### config.mk
export PLATFORM = sky130hd
export DESIGN_NAME = bru_issue_queue
export DESIGN_NICKNAME = d
export VERILOG_FILES = /design/src/rtl/bru_issue_queue.sv
export SDC_FILE = /design/constraint.sdc
export NUM_CORES = 1
export LEC_CHECK = 0
export ABC_AREA = 0
export ABC_CLOCK_PERIOD_IN_PS = 6500
export BUFFER_PORTS_ARGS = -buffer_cell sky130_fd_sc_hd__buf_4
export CORE_MARGIN = 3
export CORE_UTILIZATION = 62
export CTS_CLUSTER_SIZE = 16
export DETAILED_ROUTE_END_ITERATION = 7
export GPL_TIMING_DRIVEN = 0
export HOLD_SLACK_MARGIN = 0.08
export PLACE_DENSITY = 0.87
export SLEW_MARGIN = 15
export SYNTH_ARGS = -nofsm -noshare
export SYNTH_HDL_FRONTEND = slang
export SYNTH_SLANG_ARGS = --single-unit
### constraint.sdc
create_clock -name clk -period 6.5 [get_ports clk]
set_input_delay 0 -clock clk [delete_from_list [all_inputs] [get_ports clk]]
set_output_delay 0 -clock clk [all_outputs]
set_load 0.02 [all_outputs]
### src/rtl/bru_issue_queue.sv
// In-order issue queue feeding the branch resolution unit.
// Entries sit in a circular FIFO; each source tag collects its ready bit from
// the wakeup broadcast. Only the head may issue, and it issues the cycle after
// both of its ready bits are registered. The BRU never stalls, so an issued
// head is always dequeued on the following edge.
module bru_issue_queue #(
    parameter int DEPTH     = 4,
    parameter int TAG_W     = 6,
    parameter int WK_N      = 4,
    parameter int PAYLOAD_W = 128
) (
    input  logic                     clk,
    input  logic                     reset,
    input  logic                     flush,
    input  logic                     dispatch_valid,
    output logic                     dispatch_ready,
    input  logic [PAYLOAD_W-1:0]     dispatch_payload,
    input  logic [TAG_W-1:0]         dispatch_src1_tag,
    input  logic [TAG_W-1:0]         dispatch_src2_tag,
    input  logic                     dispatch_src1_rdy,
    input  logic                     dispatch_src2_rdy,
    input  logic [WK_N-1:0]          wakeup_valid,
    input  logic [WK_N*TAG_W-1:0]    wakeup_tag,
    output logic                     issue_to_bru_valid,
    output logic [PAYLOAD_W-1:0]     issue_payload,
    output logic [TAG_W-1:0]         issue_src1_tag,
    output logic [TAG_W-1:0]         issue_src2_tag,
    output logic [$clog2(DEPTH):0]   queue_count
);

    localparam int PTR_W = $clog2(DEPTH);
    localparam int CNT_W = PTR_W + 1;
    localparam logic [CNT_W-1:0] FULL = CNT_W'(DEPTH);

    // Entry storage: data fields and per-entry status bits
    logic [PAYLOAD_W-1:0] payload_q  [DEPTH];
    logic [TAG_W-1:0]     src1_tag_q [DEPTH];
    logic [TAG_W-1:0]     src2_tag_q [DEPTH];
    logic [DEPTH-1:0]     valid_q;
    logic [DEPTH-1:0]     rdy1_q;
    logic [DEPTH-1:0]     rdy2_q;

    logic [PTR_W-1:0]     head_q;
    logic [PTR_W-1:0]     tail_q;
    logic [CNT_W-1:0]     count_q;

    logic                 do_push;
    logic                 do_pop;
    logic                 disp_rdy1;
    logic                 disp_rdy2;

    // True when any valid wakeup port broadcasts the given tag this cycle
    function automatic logic tag_hit(input logic [TAG_W-1:0] tag,
                                     input logic [WK_N-1:0] wk_valid,
                                     input logic [WK_N*TAG_W-1:0] wk_tag);
        logic hit;
        hit = 1'b0;
        for (int i = 0; i < WK_N; i++) begin
            if (wk_valid[i] && (wk_tag[i*TAG_W +: TAG_W] == tag)) begin
                hit = 1'b1;
            end
        end
        return hit;
    endfunction

    // Handshakes are built from registered state only, so a dequeue in the
    // same cycle never opens a slot for that cycle's dispatch
    assign dispatch_ready     = !flush && (count_q < FULL);
    assign issue_to_bru_valid = !flush && (count_q != '0) && rdy1_q[head_q] && rdy2_q[head_q];
    assign do_push            = dispatch_valid && dispatch_ready;
    assign do_pop             = issue_to_bru_valid;
    assign disp_rdy1          = dispatch_src1_rdy || tag_hit(dispatch_src1_tag, wakeup_valid, wakeup_tag);
    assign disp_rdy2          = dispatch_src2_rdy || tag_hit(dispatch_src2_tag, wakeup_valid, wakeup_tag);

    assign issue_payload      = payload_q[head_q];
    assign issue_src1_tag     = src1_tag_q[head_q];
    assign issue_src2_tag     = src2_tag_q[head_q];
    assign queue_count        = count_q;

    // Pointers, occupancy and status bits; flush and reset empty the queue
    always_ff @(posedge clk or posedge reset) begin
        if (reset) begin
            head_q  <= '0;
            tail_q  <= '0;
            count_q <= '0;
            valid_q <= '0;
            rdy1_q  <= '0;
            rdy2_q  <= '0;
        end else if (flush) begin
            head_q  <= '0;
            tail_q  <= '0;
            count_q <= '0;
            valid_q <= '0;
            rdy1_q  <= '0;
            rdy2_q  <= '0;
        end else begin
            for (int i = 0; i < DEPTH; i++) begin
                if (valid_q[i] && tag_hit(src1_tag_q[i], wakeup_valid, wakeup_tag)) begin
                    rdy1_q[i] <= 1'b1;
                end
                if (valid_q[i] && tag_hit(src2_tag_q[i], wakeup_valid, wakeup_tag)) begin
                    rdy2_q[i] <= 1'b1;
                end
            end
            // NOTE: several non-blocking writes may target the same bit in this
            // block; the textually last one wins, so dequeue/enqueue override
            // the wakeup updates above.
            if (do_pop) begin
                valid_q[head_q] <= 1'b0;
                rdy1_q[head_q]  <= 1'b0;
                rdy2_q[head_q]  <= 1'b0;
                head_q          <= head_q + PTR_W'(1);
            end
            if (do_push) begin
                valid_q[tail_q] <= 1'b1;
                rdy1_q[tail_q]  <= disp_rdy1;
                rdy2_q[tail_q]  <= disp_rdy2;
                tail_q          <= tail_q + PTR_W'(1);
            end
            case ({do_push, do_pop})
                2'b10:   count_q <= count_q + CNT_W'(1);
                2'b01:   count_q <= count_q - CNT_W'(1);
                default: count_q <= count_q;
            endcase
        end
    end

    // Entry data written at the tail on every accepted dispatch
    // NOTE: the data arrays are deliberately not reset; an entry is only ever
    // read after its valid bit (which is reset) says it was written.
    always_ff @(posedge clk) begin
        if (do_push) begin
            payload_q[tail_q]  <= dispatch_payload;
            src1_tag_q[tail_q] <= dispatch_src1_tag;
            src2_tag_q[tail_q] <= dispatch_src2_tag;
        end
    end

endmodule

Yosys cells after proc, flatten, opt, wreduce, memory -nomap -nowiden:

Memory sizes are Yosys's and may differ from the RTL's.
Cells that the tools add are included.
W data, S select, Z words.

* multiply operators: 0
* div/mod/pow operators: 0
* order comparisons: 5
* mux-type cells: 94
* bitwise operators: 5
* shift-type cells: 0
* reduce and logical (&&, ||, !) cells: 62
* $add $sub $neg: 4
* equality and inequality tests: 42

Operators with widths (number)
* $eq A6 B6 Y1: 40
* $mux W1: 70
* $logic_and A1 B1 Y1: 55
* $mux W4: 12
* $and A4 B4 Y4: 3
* $bwmux W4: 2
* $mux W2: 4
* $lt A2 B3 Y1 const B: 2
* $pmux W3 S2: 1
* $reduce_bool A3 Y1: 2
* $add A2 B1 Y2 const B: 2
* $bmux W1 S2: 2
* $demux W1 S2: 2
* $ge A2 B1 Y1 const B: 2
* $not A4 Y4: 1
* $or A4 B4 Y4: 1
* $reduce_bool A2 Y1: 2
* $add A3 B1 Y3 const B: 1
* $lt A3 B3 Y1 const B: 1
* $mux W3: 1
* $sub A3 B1 Y3 const B: 1
* $eq A2 B1 Y1 const B: 1
* $eq A2 B2 Y1 const B: 1
* $logic_or A1 B1 Y1: 2
* $logic_not A1 Y1: 1

* logic and storage cells: 221
* latch bits: 0
* bits in read-only memories: 0
* output and inout port bits: 145
* RAM bits: 560
* memories kept: 3
* flip-flop bits (word level): 19
* input bits: 174

Memory list
* payload_q: words 4, bits a word 128, read ports 1, clocked after memory_dff 0, wr ports 1, line 36 `logic [PAYLOAD_W-1:0] payload_q [DEPTH];`
* src1_tag_q: words 4, bits a word 6, read ports 5, clocked after memory_dff 0, wr ports 1, line 37 `logic [TAG_W-1:0] src1_tag_q [DEPTH];`
* src2_tag_q: words 4, bits a word 6, read ports 5, clocked after memory_dff 0, wr ports 1, line 38 `logic [TAG_W-1:0] src2_tag_q [DEPTH];`

Longest topological paths before layout:

Gate-level depths: netlist of run 1.

* depth in word-level cells: 16
* gate-level depth with buffers: 8
* depth with buffers taken out: 8

Worst setup path before layout of run 1:

No wires, ideal clock.

* kind: reg-to-reg
* start point: register count_q[2] (netlist: queue_count[2])
* end point: memory payload_q[0][0], enable pin
* period minus slack after synthesis: 4.257 ns
* setup time: 0.493 ns
* setup slack: 2.243 ns
* arrival time: 3.764 ns
* cell stages (with the launch flop): 5
* path buffers: 0
* data required time: 6.007 ns
* cells stage by stage: dfrtp_1 nand2b_1 nor2_1 nand2_1 inv_1

* word-level cells in the longest chain between the ends: 5

RTL lines
* start: declaration: line 45 `logic [CNT_W-1:0] count_q;`
* start signal: assignment: line 121 `2'b10: count_q <= count_q + CNT_W'(1);`
* start signal: assignment: line 122 `2'b01: count_q <= count_q - CNT_W'(1);`
* start signal: assignment: line 123 `default: count_q <= count_q;`
* $lt A3 B3 Y1: line 68 `assign dispatch_ready = !flush && (count_q < FULL);`
* $logic_and A1 B1 Y1: line 68
* $logic_and A1 B1 Y1: line 70 `assign do_push = dispatch_valid && dispatch_ready;`
* $mux W1: line 132 `if (do_push) begin`
* $mux W1 (not written as such): line 133 `payload_q[tail_q] <= dispatch_payload;`
* end: declaration: line 36

No other way between the ends.

Worst setup path after layout of run 1:

* start point: register head_q[0]
* end point: register count_q[2] (netlist: queue_count[2])

* word-level cells in the longest chain between the ends: 7
* elaborated cells between the ends (all ways): 11
* those cells by class: eq/ne (2); mux (6); reduce/logical (3)

RTL lines
* start: declaration: line 43 `logic [PTR_W-1:0] head_q;`
* start signal: assignment: line 112 `head_q <= head_q + PTR_W'(1);`
* $bmux W1 S2: line 69 `assign issue_to_bru_valid = !flush && (count_q != '0) && rdy1_q[head_q] && rdy2_q[head_q];`
* $mux W1 (not written as such): line 69
* $logic_and A1 B1 Y1: line 69
* $logic_and A1 B1 Y1 (*): line 69
* $eq A2 B1 Y1 / $eq A2 B2 Y1 (equally long branches): line 120 `case ({do_push, do_pop})`
* $pmux W3 S2: line 120
* $mux W3: line 89 `end else if (flush) begin`

Every way passes the cells marked *; elsewhere a longest branch is shown, timed or not. The select of a mux whose other input is x is not followed.
A chain may end at the register's enable or synchronous reset.

==> impl_summary.log, run 1 <==
[metrics] Sw Share: 26.18%
[metrics] CTS H-tree lvls: 2
[metrics] cell breakdown of the critical path: buf_2, a21oi_2, o21a_2, nand2_1, nor3_1, fa_1, or4_1, a31oi_1, dlygate4sd3_1
[metrics] clock transition at the registers of the reported paths: about 60 ps
[metrics] initial antenna violation count: 1
[metrics] first-pass GRT wire length: roughly 100000 um
[metrics] maxcap violations: 0
[metrics] overall power: around 9500 uW
[metrics] WHS: about 96 ps
[metrics] gate count after technology mapping: 1257
[metrics] drt first pass iters: 6
[metrics] Psw: about 2500 uW
[metrics] post-synthesis instance area: 24420 um^2
[metrics] asr flop ratio synth: under 10%
[metrics] Slowest Stage Delay on Critical Path: 560 ps
[metrics] total number of vias: approximately 14000
[metrics] P&R area growth vs syn: 25.97%
[metrics] Comb pwr share: a little under a fifth
[metrics] Synthesized Nets: around 1400
[metrics] launching element type of the critical path: flip-flop
[metrics] result of the run: complete, no violations
[metrics] violation count after the first detailed-route iteration: 1363
[metrics] maximum VDD drop: 0.3849 mV
[metrics] cell area after placement: ~27000 um^2
[metrics] routability congestion estimate: a little over 0.9
[metrics] starting density of the core: 62.91%
[metrics] total clock buffers created by CTS: 54
[metrics] data arrival time at the worst-slack endpoint: between 3000 and 4000 ps
[metrics] horizontal die dimension: 204.5 um
[metrics] fraction of the cycle the final worst path needs: 46.82%
[metrics] Setup TNS Final: 0 ps
[metrics] cell-internal power: 7034 uW
[metrics] Hold/Removal Path Class: input port to asynchronous set/reset pin
[metrics] mean cell area of the mapped netlist: 19.43 um^2
[metrics] clock power share: between 30% and 40%
[metrics] largest fanout on the critical path: 10
[metrics] final hold violation count: 0
[metrics] DRC Markers: 0
[metrics] final net count: ~1900
[metrics] fill cell count: ~1900
[metrics] final routed wirelength across all metal layers: between 60000 and 70000 um
[metrics] Max stage delay cell, worst path: sky130_fd_sc_hd__dlygate4sd3_1
[metrics] most used cells in the layout excluding fill and tap cells: 560 x sky130_fd_sc_hd__edfxtp_1, 297 x sky130_fd_sc_hd__buf_4, 146 x sky130_fd_sc_hd__dlygate4sd3_1
[metrics] maximum clock rate: between 0.3 and 0.4 GHz
[metrics] sequential cell area: between 15000 and 20000 um^2
[metrics] post-DP HPWL: around 37000 um
[metrics] IO Port Bufs: 289
[metrics] post-detailed-route wirelength per cell: a little under 30 um
[metrics] ANT nets after route: 0
[metrics] setup bufs post-CTS: 0
[metrics] Multi-input gate area: 6376 um^2
[metrics] CP required: 7030 ps
[metrics] final period demand of the worst path: between 3000 and 4000 ps
[metrics] total congestion overflow after global routing: 0
[metrics] synthesized flop and latch total: between 500 and 600
[metrics] number of enable flip-flop cells after synthesis: between 500 and 600
[metrics] Bufs on Longest Clock Path: 3
[metrics] most common library cell in the layout ignoring fill and taps: sky130_fd_sc_hd__edfxtp_1
[metrics] PwrDens: around 310 nW/um^2
[metrics] placement row count: 72
[metrics] vias per inst: 6.211
[metrics] number of distinct standard cells referenced by the synthesized netlist: between 40 and 50
[metrics] CTS tree: yes
[metrics] Die Height: a little over 200 um
[metrics] worst slew pin tran: roughly 1200 ps
[metrics] sequential share of power: a little under half
[metrics] RSZ-0062 raised after global routing: false
[metrics] Seq/Total Area, Yosys: about 71%
[metrics] via count of the first global-routing pass: ~15000
[metrics] share of Yosys cell area claimed by the top area cell type: 68.85%
[metrics] fin. max-slew vios: 0
[metrics] Sink Count: around 580
[metrics] maximum number of pins on one net before global-route repair: 91
[metrics] global-route usage over all layers: 33.07%
[metrics] top cell type by total area after synthesis: sky130_fd_sc_hd__edfxtp_1
[metrics] layout cells sized above 1: a little over a third
[metrics] YS warnings: 0
[metrics] die area: about 42000 um^2
[metrics] Std-Cell Core Area: approximately 39000 um^2
[metrics] setup violators final: 0
[metrics] classification of the worst setup path: flip-flop to flip-flop
[metrics] nature of the critical path endpoint: flip-flop
[metrics] largest cells by area after synthesis: sky130_fd_sc_hd__edfxtp_1 69%, sky130_fd_sc_hd__mux4_2 13%, sky130_fd_sc_hd__xnor2_1 4.5%
[metrics] Layout Skew: approximately 21 ps
[metrics] final design instance area without fill: approximately 30000 um^2
[metrics] I/O pins: between 300 and 400
[metrics] Skew-Pair Late Insertion Delay: approximately 600 ps
[metrics] leading register cell type out of synthesis: sky130_fd_sc_hd__edfxtp_1
[metrics] Slew Limit Headroom: 22.69%
[metrics] static leakage power: approximately 0.011 uW
[metrics] CTS Root Buffer Type: sky130_fd_sc_hd__clkbuf_16
-- area by class of cell --
class | instances | share of cell area (%)
multi-input combinational | 552 | 20.72
sequential | 579 | 56.20
timing repair buffer | 439 | 12.16
inverter | 11 | 0.2318
clock inverter | 39 | 1.570
clock buffer | 62 | 4.656
antenna | 1 | 0.008133
tap | 518 | 2.106
buffer | 115 | 2.346
-- kinds of logic after synthesis --
group | count (synthesis) | synth area share (%)
xor+xnor | 243 | 8.744
flops | 579 | 70.80
mux | 140 | 12.91
compound gates | 33 | 0.8658
buf+inv | 126 | 3.125
simple gates | 127 | 3.069
fa+ha+maj | 9 | 0.4918
-- per-stage QoR --
step           setup WS (ps)  std cells  util [%]
4_1_cts                 3479       2315     79.22
3_3_place_gp           26.31       2064     70.16
3_5_place_dp            3990       2068     70.52
6_report                3457       2316     79.24
2_1_floorplan           2243       1257         -
5_1_grt                 3311       2316     79.24
-- power groups by stage --
| stage | Clock, uW | Sequential [uW] | Combinational [uW] |
|---|---|---|---|
| 6_report | 3430 | 4320 | 1780 |
| 5_1_grt | 3580 | 4330 | 1860 |
| 4_1_cts | 3410 | 4320 | 1760 |
| 3_5_place_dp | 0 | 4390 | 1640 |
| 3_3_place_gp | 0 | 4410 | 1610 |
| 2_1_floorplan | 0 | 4390 | 973 |
-- cell usage after synthesis (2+ instances only) --
cell                       instances
sky130_fd_sc_hd__buf_8             2
sky130_fd_sc_hd__a21oi_1          16
sky130_fd_sc_hd__nor2_1           10
sky130_fd_sc_hd__ha_1              8
sky130_fd_sc_hd__or4_1            11
sky130_fd_sc_hd__nor4_1           37
sky130_fd_sc_hd__xnor2_1         125
sky130_fd_sc_hd__nand2_1          16
sky130_fd_sc_hd__o22ai_1           8
sky130_fd_sc_hd__nand3b_1          4
sky130_fd_sc_hd__buf_2            43
sky130_fd_sc_hd__inv_1            11
sky130_fd_sc_hd__xor2_1          117
sky130_fd_sc_hd__nand3_1           3
sky130_fd_sc_hd__clkbuf_2         25
sky130_fd_sc_hd__edfxtp_1        560
sky130_fd_sc_hd__buf_6            19
sky130_fd_sc_hd__buf_4             8
sky130_fd_sc_hd__dfrtp_1          19
sky130_fd_sc_hd__nand4_1          40
sky130_fd_sc_hd__mux4_2          140
sky130_fd_sc_hd__buf_1             6
sky130_fd_sc_hd__clkbuf_1         11
-- sequential cells by signal, summed over array words and instances (netlist names) --
signal,cells
head_q,2
payload_q,512
queue_count,3
rdy1_q,4
rdy2_q,4
src1_tag_q,24
src2_tag_q,24
tail_q,2
valid_q,4
-- worst max-delay path: cells and delay by family (launching register included) --
kind	cells	cell delay (ps)
compound gates	3	520
fa+ha+maj	1	430
buf+inv	2	880
flops	1	400
simple gates	3	750
-- path summary, 6_finish.rpt --
path	startpoint	endpoint	slack, ps	depth (start not counted)
worst max register to register	head_q[0]	queue_count[2]	3460	9
worst min register to register	rdy2_q[3]	rdy2_q[3]	530	2
min in group clk	dispatch_payload[34]	payload_q[2][34]	150	2
worst min-delay path	reset	tail_q[1]	100	3
max in group asynchronous	reset	valid_q[3]	5940	3
worst max-delay path	head_q[0]	queue_count[2]	3460	9
-- metal layers --
layer / up-vias / part of all wire [%] / global-route usage, %
li1: 5940 / - / -
met3: 187 / 8.7 / 6.641
met4: 0 / 4.0 / 12.78
met1: 7302 / 35 / 42.13
met5: - / 0 / 0
met2: 955 / 52 / 56.81
-- repair_timing --
action                                 in CTS  in global routing
endpoints found under the hold margin     598                  0
gates resized for setup                     0                  0
hold buffers                              146                  0
Note: power is estimated with default switching activity, not from simulation.
==> run 2, diff against run 1 <==
- ABC_AREA: 0 -> 1
- ABC_CLOCK_PERIOD_IN_PS: 6500 -> 2900
- CORE_UTILIZATION: 62 -> 58
- PLACE_DENSITY: 0.87 -> 0.82
- clock period: 6.5 -> 2.9 ns (I/O delays scaled with it)
==> run 2 against run 1 <==
  * The flow now finishes with violations (setup timing)
  * Via count up 61%
  * Synthesized cell count up 98%
  * Worst hold slack better by 31 ps
  * Synthesized area up 5.7%
  * Design area up 6.8%
  * Critical path depth down 2
  * Register-to-register slack worse by 3000 ps
  * Critical path type is now flip-flop to primary output
  * Highest routed layer is now met5
==> impl_summary.log, run 2 <==
[metrics] result of the run: finished with violations
[metrics] failing checks: setup timing
[metrics] cell area after placement: between 20000 and 30000 um^2
[metrics] CTS tree: yes
[metrics] horizontal die dimension: approximately 220 um
[metrics] clock transition at the registers of the reported paths: roughly 90 ps
[metrics] data arrival time at the worst-slack endpoint: 2920 ps
[metrics] cell-internal power: between 10000 and 15000 uW
[metrics] CP required: between 2000 and 3000 ps
[metrics] fin. max-slew vios: 0
[metrics] setup violators final: 2
[metrics] nature of the critical path endpoint: primary output
[metrics] asr flop ratio synth: about 3.3%
[metrics] Max stage delay cell, worst path: sky130_fd_sc_hd__buf_2
[metrics] fraction of the cycle the final worst path needs: 100.7%
[metrics] total number of vias: 23128
[metrics] Critical path origin: head_q[0]
[metrics] Std-Cell Core Area: 43550 um^2
[metrics] I/O pins: 319
[metrics] WHS: ~130 ps
[metrics] Regs by FF count: payload_q: 512 flops, src1_tag_q: 24 flops, src2_tag_q: 24 flops
[metrics] maximum VDD drop: approximately 0.58 mV
[metrics] number of distinct standard cells referenced by the synthesized netlist: 34
[metrics] worst min-delay path startpoint: dispatch_payload[41]
[metrics] ranking of synthesized cells by instance count: 592 x sky130_fd_sc_hd__nand2_1, 560 x sky130_fd_sc_hd__edfxtp_1, 439 x sky130_fd_sc_hd__nor2_1
[metrics] final routed wirelength across all metal layers: between 90000 and 100000 um
[metrics] Layout Skew: around 43 ps
[metrics] Psw: around 4800 uW
[metrics] final design instance area without fill: 32870 um^2
[metrics] post-detailed-route wirelength per cell: roughly 27 um
[metrics] Synthesized Nets: roughly 2700
[metrics] Slowest Stage Delay on Critical Path: between 400 and 500 ps
[metrics] global-route usage over all layers: about two fifths
[metrics] Seq/Total Area, Yosys: around 67%
[metrics] final hold violation count: 0
[metrics] share of Yosys cell area claimed by the top area cell type: between 60% and 70%
[metrics] launching element type of the critical path: flip-flop
[metrics] maximum number of pins on one net before global-route repair: 26
[metrics] mean cell area of the mapped netlist: about 10 um^2
[metrics] Multi-input gate area: approximately 7400 um^2
[metrics] critical path's top delay family: buffers and inverters
[metrics] layout cells sized above 1: 17.54%
[metrics] total clock buffers created by CTS: 53
[metrics] synthesized flop and latch total: roughly 580
[metrics] maxcap violations: 0
[metrics] launch instance of the worst register-to-register path: queue_count[2]
[metrics] fill cell count: about 2700
[metrics] crit path setup slack, layout: -19.61 ps
[metrics] placement row count: 76
[metrics] CTS Root Buffer Type: sky130_fd_sc_hd__clkbuf_16
[metrics] top cell type by total area after synthesis: sky130_fd_sc_hd__edfxtp_1
[metrics] Reg with most FFs: payload_q
[metrics] classification of the worst setup path: flip-flop to primary output
[metrics] Hold/Removal Path Class: input port to flip-flop
[metrics] Sw Share: roughly 25%
[metrics] first-pass GRT wire length: ~140000 um
[metrics] gate count after technology mapping: about 2500
[metrics] IO Port Bufs: 306
[metrics] sequential share of power: 50.0%
[metrics] most common library cell in the layout ignoring fill and taps: sky130_fd_sc_hd__nand2_1
[metrics] violation count after the first detailed-route iteration: roughly 3700
[metrics] most used cells in the layout excluding fill and tap cells: 592 x sky130_fd_sc_hd__nand2_1, 560 x sky130_fd_sc_hd__edfxtp_1, 436 x sky130_fd_sc_hd__nor2_1
[metrics] Bufs on Longest Clock Path: 3
[metrics] largest cells by area after synthesis: sky130_fd_sc_hd__edfxtp_1 65%, sky130_fd_sc_hd__nand2_1 8.6%, sky130_fd_sc_hd__nor2_1 6.4%
[metrics] vias per inst: about 6.3
[metrics] largest fanout on the critical path: 10
[metrics] P&R area growth vs syn: 27.29%
[metrics] Sink Count: 579
[metrics] starting density of the core: roughly 59%
[metrics] sequential cell area: around 17000 um^2
[metrics] die area: about 47000 um^2
[metrics] final net count: 3201
[metrics] DRC Markers: 0
[metrics] initial antenna violation count: 7
[metrics] clock power share: about 39%
[metrics] Comb pwr share: between 10% and 20%
[metrics] Critical path buffers and inverters: 5
[metrics] PwrDens: between 500 and 600 nW/um^2
[metrics] final cell utilization of the core: 75.46%
[metrics] total congestion overflow after global routing: 0
[metrics] Largest register FFs: roughly 510
[metrics] via count of the first global-routing pass: ~23000
[metrics] worst slew pin tran: slightly below 900 ps
[metrics] static leakage power: 0.01312 uW
[metrics] leading register cell type out of synthesis: sky130_fd_sc_hd__edfxtp_1
[metrics] final period demand of the worst path: 2920 ps
[metrics] Slew Limit Headroom: between 40% and 50%
[metrics] maximum clock rate: between 0.3 and 0.4 GHz
[metrics] post-synthesis instance area: 25820 um^2
[metrics] CTS H-tree lvls: 2
[metrics] number of enable flip-flop cells after synthesis: 560
[metrics] leading cell type by number of instances after synthesis: sky130_fd_sc_hd__nand2_1
[metrics] post-DP HPWL: about 56000 um
[metrics] cell breakdown of the critical path: buf_6, inv_2, buf_2, clkbuf_2, o21ai_0, o22ai_1, buf_4
[metrics] routability congestion estimate: a little over 1
[metrics] ANT nets after route: 0
[metrics] drt first pass iters: 6
[metrics] Die Height: ~220 um
[metrics] YS warnings: 0
[metrics] Skew-Pair Late Insertion Delay: about 630 ps
[metrics] RSZ-0062 raised after global routing: true
[run 2: cells by family (layout without fill, tap and decap cells)]
group	count (synthesis)	after routing	synth area share, %
adder cells (fa/ha/maj)	9	9	0.4652
AO/OA/AOI/OAI	527	527	11.03
buffers and inverters	263	841	4.512
other	0	8	0
AND/OR/NAND/NOR	1085	1085	16.31
flip-flops	579	579	66.97
XOR/XNOR	21	21	0.7124
[run 2: layout make-up]
cell class	count	share of cell area [%]
repair buffers	479	13.38
well taps	585	2.227
clock inverters	33	1.154
inverters	131	1.511
diodes	8	0.06091
flip-flops and latches	579	52.62
multi-input cells	1642	22.53
plain buffers	132	2.178
clock buffers	66	4.340
[run 2: power groups by stage]
stage          Sequential (uW)  Combinational [uW]  Clock, uW
3_5_place_dp              9850                1930          0
3_3_place_gp              9880                1780          0
5_1_grt                   9710                2340       7790
2_1_floorplan             9840                 922          0
6_report                  9700                2230       7480
4_1_cts                   9680                2120       7280
[run 2: per-layer routing]
metal | vias up | part of all wire (%) | track usage (%)
met5 | - | 0.014 | 0
met4 | 2 | 6.4 | 19.66
met3 | 458 | 13 | 10.64
met2 | 2160 | 47 | 65.47
met1 | 10867 | 33 | 50.73
li1 | 9641 | - | -
[run 2: path summary, 6_finish.rpt]
path	end	slack, ps	cells past startpoint
worst max-delay path	issue_payload[35]	-20	7
worst min-delay path	payload_q[2][41]	130	2
worst max register to register	payload_q[0][6]	420	6
worst min register to register	tail_q[0]	570	1
max in group asynchronous	queue_count[2]	2140	3
min in group asynchronous	head_q[1]	200	3
[run 2: through the flow]
step | total power, uW | setup WS [ps] | std cells | TNS, ps
6_report | 19410 | -19.61 | 3655 | -37.11
5_1_grt | 19840 | -32.83 | 3652 | -40.52
4_1_cts | 19080 | -15.15 | 3647 | -33.82
3_5_place_dp | 11780 | 301.4 | 3402 | 0
3_3_place_gp | 11670 | -2477 | 3375 | -1098560
2_1_floorplan | 10770 | -623.3 | 2484 | -271460
[run 2: repair_timing]
action	4_1_cts	5_1_grt
setup endpoints to repair	47	61
gates resized for setup	8	54
buffers inserted	0	0
endpoints found under the hold margin	618	0
pin swaps	0	0
hold buffers	146	0
